<file path="src/rtl/prefetch_queue.sv">
`default_nettype none
// ============================================================================
// Module   : prefetch_queue
// Brief    : Instruction prefetch stage. Drives the ROM word index, captures
//            the combinational read word and buffers it as bytes in a
//            circular queue. The decoder pops one byte per handshake, tagged
//            with its linear EIP. A flush empties the queue and restarts
//            fetching at a new byte address.
// Revision : 1.0 - initial release
// ============================================================================
module prefetch_queue #(
    parameter int unsigned QUEUE_BYTES = 16,
    parameter logic [31:0] RESET_EIP   = 32'h0000_0000
) (
    input  logic                           clock,
    input  logic                           reset,
    output logic [31:0]                    read_address,
    input  logic [31:0]                    read_data,
    output logic                           fetch_active,
    input  logic                           flush,
    input  logic [31:0]                    flush_eip,
    output logic                           byte_valid,
    output logic [7:0]                     byte_data,
    output logic [31:0]                    byte_eip,
    input  logic                           byte_ready,
    output logic [$clog2(QUEUE_BYTES):0]   queue_count
);

    localparam int unsigned          c_PTR_W = $clog2(QUEUE_BYTES);
    localparam int unsigned          c_CNT_W = c_PTR_W + 1;
    localparam logic [c_CNT_W-1:0]   c_DEPTH = c_CNT_W'(QUEUE_BYTES);

    // ------------------------------------------------------------------------
    // State
    // ------------------------------------------------------------------------
    logic [31:0]          r_fetch_eip;   // byte address of the next fetch
    logic [31:0]          r_head_eip;    // EIP of the byte at rd_ptr
    logic [7:0]           r_queue [QUEUE_BYTES];
    logic [c_PTR_W-1:0]   r_wr_ptr;
    logic [c_PTR_W-1:0]   r_rd_ptr;
    logic [c_CNT_W-1:0]   r_count;

    // ------------------------------------------------------------------------
    // Combinational control
    // ------------------------------------------------------------------------
    logic [2:0]           w_fetch_size;  // 1..4 bytes left in the current word
    logic [c_CNT_W-1:0]   w_free;
    logic [c_CNT_W-1:0]   w_fetch_add;
    logic [c_CNT_W-1:0]   w_pop_sub;
    logic [c_CNT_W-1:0]   w_count_next;
    logic                 w_fetch;
    logic                 w_pop;
    logic [31:0]          w_fetch_eip_next;

    // Per-lane write enable and destination slot for the fetched word.
    logic [3:0]           w_lane_we;
    logic [c_PTR_W-1:0]   w_lane_slot [4];

    assign w_fetch_size = 3'd4 - {1'b0, r_fetch_eip[1:0]};

    // Free space is judged on the registered count only, so byte_ready never
    // reaches fetch_active or read_address combinationally.
    assign w_free  = c_DEPTH - r_count;
    assign w_fetch = reset && !flush
                     && (w_free >= {{(c_CNT_W-3){1'b0}}, w_fetch_size});

    assign w_pop   = byte_valid && byte_ready;

    assign w_fetch_add  = w_fetch ? {{(c_CNT_W-3){1'b0}}, w_fetch_size} : '0;
    assign w_pop_sub    = w_pop ? c_CNT_W'(1) : '0;
    assign w_count_next = r_count + w_fetch_add - w_pop_sub;

    // After a fetch the next access always starts on a word boundary; the
    // 30-bit word index wraps naturally from 32'hFFFF_FFFC to zero.
    assign w_fetch_eip_next = {r_fetch_eip[31:2] + 30'd1, 2'b00};

    // Lane k of read_data is queued only when it lies at or above the fetch
    // offset; lanes are packed contiguously from wr_ptr upward.
    genvar gi;
    generate
        for (gi = 0; gi < 4; gi++) begin : g_byte_lanes
            assign w_lane_we[gi]   = w_fetch
                                     && ({1'b0, r_fetch_eip[1:0]} <= 3'(gi));
            assign w_lane_slot[gi] = r_wr_ptr + c_PTR_W'(gi)
                                     - c_PTR_W'(r_fetch_eip[1:0]);
        end
    endgenerate

    // ------------------------------------------------------------------------
    // Outputs
    // ------------------------------------------------------------------------
    assign read_address = {2'b00, r_fetch_eip[31:2]};
    assign fetch_active = w_fetch;
    assign byte_valid   = (r_count != '0);
    assign byte_data    = byte_valid ? r_queue[r_rd_ptr] : 8'h00;
    assign byte_eip     = r_head_eip;
    assign queue_count  = r_count;

    // ------------------------------------------------------------------------
    // Sequential logic
    // ------------------------------------------------------------------------

    // Fetch address tracking: flush redirects, otherwise advance on each fetch.
    always_ff @(posedge clock or negedge reset) begin
        if (!reset) begin
            r_fetch_eip <= RESET_EIP;
        end else if (flush) begin
            r_fetch_eip <= flush_eip;
        end else if (w_fetch) begin
            r_fetch_eip <= w_fetch_eip_next;
        end
    end

    // Head EIP follows pops; a flush restarts it at the new target.
    always_ff @(posedge clock or negedge reset) begin
        if (!reset) begin
            r_head_eip <= RESET_EIP;
        end else if (flush) begin
            r_head_eip <= flush_eip;
        end else if (w_pop) begin
            r_head_eip <= r_head_eip + 32'd1;
        end
    end

    // Queue pointers and occupancy; a flush discards any same-cycle activity.
    always_ff @(posedge clock or negedge reset) begin
        if (!reset) begin
            r_wr_ptr <= '0;
            r_rd_ptr <= '0;
            r_count  <= '0;
        end else if (flush) begin
            r_wr_ptr <= '0;
            r_rd_ptr <= '0;
            r_count  <= '0;
        end else begin
            if (w_fetch) begin
                r_wr_ptr <= r_wr_ptr + c_PTR_W'(w_fetch_size);
            end
            if (w_pop) begin
                r_rd_ptr <= r_rd_ptr + c_PTR_W'(1);
            end
            r_count <= w_count_next;
        end
    end

    // Byte storage is not reset; contents are qualified by the count.
    always_ff @(posedge clock) begin
        for (int k = 0; k < 4; k++) begin
            if (w_lane_we[k]) begin
                r_queue[w_lane_slot[k]] <= read_data[8*k +: 8];
            end
        end
    end

endmodule
`default_nettype wire
</file>
<file path="config.mk">
export PLATFORM = sky130hd
export DESIGN_NAME = prefetch_queue
export DESIGN_NICKNAME = d
export VERILOG_FILES = /design/src/rtl/prefetch_queue.sv
export SDC_FILE = /design/constraint.sdc
export NUM_CORES = 1
export LEC_CHECK = 0
export BUFFER_PORTS_ARGS = -buffer_cell sky130_fd_sc_hd__buf_4
export CORE_UTILIZATION = 55
export DETAILED_ROUTE_END_ITERATION = 12
export PLACE_DENSITY = 0.75
export SLEW_MARGIN = 20
export SYNTH_ARGS = -nofsm -noshare
export SYNTH_HDL_FRONTEND = slang
export SYNTH_SLANG_ARGS = --single-unit
export TNS_END_PERCENT = 50
</file>
<file path="constraint.sdc">
create_clock -name clock -period 6.15 [get_ports clock]
set_input_delay 1.5375 -clock clock [delete_from_list [all_inputs] [get_ports clock]]
set_output_delay 1.5375 -clock clock [all_outputs]
set_load 0.01 [all_outputs]
</file>
==> results.md <==
* H-tree depth at 1
* Mapped Avg Cell Area at about 9.6 um2
* Row count at 59
* Final setup viols at 0
* CP Class: flip-flop to output port
* First-pass GRT wire length at approximately 76 mm
* 1st-iter DRT viols at ~2000
* Pre-CTS WS at 1560 ps
* Synth warn at 0
* WP data arrival at 3540 ps
* DR WL/cell at around 27 um
* Nets@finish at 1643
* Final worst-path cycle share at 0.825
* Clk_lat worst skew at around 540 ps
* Number of synthesized register bits at 205
* Pwr dens at 398 nW/um2
* HPWL after DPL at approximately 35 mm
* Clock sink count at 205
* Netlist area before placement at approximately 15000 um2
* DR vias at 13300
* RSZ-0062 raised after global routing: false
* Placed inst area at 15400 um2
* CTS buffer count at 25
* Async SR Flop Fraction at 0.376
* Post-synth EDFFs at 128
* Max cap viols at 0
* Final instance area at between 15000 and 20000 um2
* P_leak at 0.00605 uW
* Sequential share of the synthesized area at 0.394
* Min-delay worst type: flip-flop to flip-flop
* Area added between synthesis and finish at 11.0%
* Maximum vdd drop at just under 300 uV
* Die ar. at 27300 um2
* Clock tree root buffer cell: clkbuf_16
* CTS tree: built
* Critical Path Fanout Max at 37
* Status: completed
* Post-route DRC at 0
* Final wirelength at between 50 and 60 mm
* Clk buf depth at 3
* Hold_buf cts at 0
* Setup crit end kind: output port
* Cts repair resizes at 0
* Pins Over Slew Limit at 0
* Die Width at between 150 and 200 um
* Largest net degree at the start of global routing at 75
* Mapped Cells at about 1500
* Detail Route Antenna Nets at 0
* Chip Height at 165 um
* Drt pass-1 iters at 9
* Antenna violations before repair at 1
* CTS clk-pin slew, worst paths at roughly 60 ps
* Core Area at about 26000 um2
* Num ports at ~150
* I/O Buffers at 144
* GRT Resource Usage Total at 0.380
* Vias in the first global route at 12400
* Total grt overflow at 0
* Distinct cells, synth at between 70 and 80
* Placer Congestion at between 0.9 and 1
* Hold WS at 571 ps
* Measured slew at the worst slew-check pin at 1120 ps
* CP Data Required Time at 4610 ps
* Initial Util at 0.562
* Fillers at 2147
* Final Worst Setup Slack at ~1100 ps
* Final min period at 5080 ps
* Max-slew headroom at 0.250
* Primary FF master, synth: edfxtp_1
* Postcts setup bufs at 0
* Final hold violations at 0
* Critical Path Start Type: flip-flop
* Layout cells sized above 1 at 0.204
* Achievable Freq at 197 MHz
* Setup Skew at 8.64 ps
* Routed vias/inst at a little over 7
* Setup TNS at 0 ps
==> registers in the layout, summed over array words and instances, names as in the netlist <==
signal	count
byte_eip	32
queue_count	5
r_fetch_eip	32
r_queue	128
r_rd_ptr	4
r_wr_ptr	4
==> Yosys cell counts (37+ instances only) <==
cell / n / share of area
a21oi_1: 74 / 0.025
buf_4: 37 / 0.019
clkbuf_1: 72 / 0.018
dfrtp_1: 77 / 0.13
edfxtp_1: 128 / 0.26
mux2_2: 44 / 0.034
mux2i_1: 59 / 0.040
mux4_2: 40 / 0.062
nand2_1: 168 / 0.043
nand3_1: 44 / 0.015
nor2_1: 87 / 0.022
nor3_1: 40 / 0.014
o21ai_0: 125 / 0.043
o22ai_1: 49 / 0.021
==> worst max-delay path, cell delays in order (launching register included) <==
cell and delay [ps]:
dfrtp_1 460, inv_1 190, ha_1 460, inv_1 90
ha_1 310, nand2_1 100, o2111ai_4 440, o21ai_2 140
inv_2 560, buf_4 240
==> layer usage <==
metal,wire [um],GRT usage
met1,18200,0.497
met3,8010,0.117
met2,22000,0.557
met4,3530,0.220
met5,0,0
==> cells by family after synthesis <==
family                   after synthesis  share of synthesized area
other                                  1                   0.000256
XOR/XNOR                              55                     0.0390
adder cells (fa/ha/maj)               35                     0.0330
buffers and inverters                198                     0.0654
AND/OR/NAND/NOR                      476                      0.162
multiplexers                         143                      0.136
flip-flops                           205                      0.394
AO/OA/AOI/OAI                        405                      0.170
==> report_power, final <==
part           internal [uW]  total (uW)  switching [uW]
Sequential              1800        2060             255
Combinational           1030        2880            1840
Clock                    913        1530             618
Total                   3750        6470            2720
==> placed cells by master, fill, tap and decap left out, types with 5 or more instances in the layout <==
cell	Yosys	layout
o31ai_1	36	36
or3_1	23	23
xnor2_1	27	27
and2_1	18	18
nand2_1	168	168
nand4_1	26	26
o311ai_0	19	19
nor3_1	40	40
mux2_2	44	44
o22ai_1	49	49
a21oi_1	74	74
dfrtp_1	77	76
fa_1	6	6
nand2b_1	6	6
nor3_2	6	6
o2111ai_1	11	11
buf_4	37	154
o21ai_1	28	27
edfxtp_1	128	128
inv_1	36	36
and3_1	13	13
nor2b_1	9	9
nor4_2	5	5
mux4_2	40	40
clkbuf_16	0	27
nor2_1	87	87
o211ai_2	5	5
ha_1	29	29
nand3_1	44	44
and4_1	6	6
o211ai_1	15	15
xor2_1	23	23
o21ai_0	125	125
a211oi_1	24	24
mux2i_1	59	59
==> worst paths after layout <==
check                           startpoint              end  slack, ps  depth (start not counted)
min in group asynchronous            reset  r_fetch_eip[25]        890                          1
setup / recovery            r_fetch_eip[1]     fetch_active       1080                          9
hold reg to reg            r_fetch_eip[24]  r_fetch_eip[24]        570                          1
hold / removal             r_fetch_eip[24]  r_fetch_eip[24]        570                          1
setup reg to reg            r_fetch_eip[1]    r_queue[4][0]       1470                          9
max in group asynchronous            reset      r_rd_ptr[0]       4130                          2
==> final cells by class <==
type / instances / area (um2) / area share
flip-flops and latches: 205 / 5770 / 0.355
clock buffers: 33 / 728 / 0.0448
well taps: 335 / 419 / 0.0258
repair buffers: 154 / 1160 / 0.0711
inverters: 38 / 143 / 0.00877
clock inverters: 11 / 114 / 0.00700
diodes: 1 / 2.50 / 0.000154
multi-input cells: 1116 / 7930 / 0.488
==> per-stage QoR <==
| step | total power, uW | instances | util |
|---|---|---|---|
| 2_1_floorplan | 4010 | 1519 | - |
| 3_3_place_gp | 4800 | 1848 | 0.592 |
| 3_5_place_dp | 4850 | 1848 | 0.592 |
| 4_1_cts | 6360 | 1892 | 0.624 |
| 5_1_grt | 6710 | 1892 | 0.624 |
| 6_report | 6470 | 1893 | 0.624 |
(Power assumes the default switching activity.)
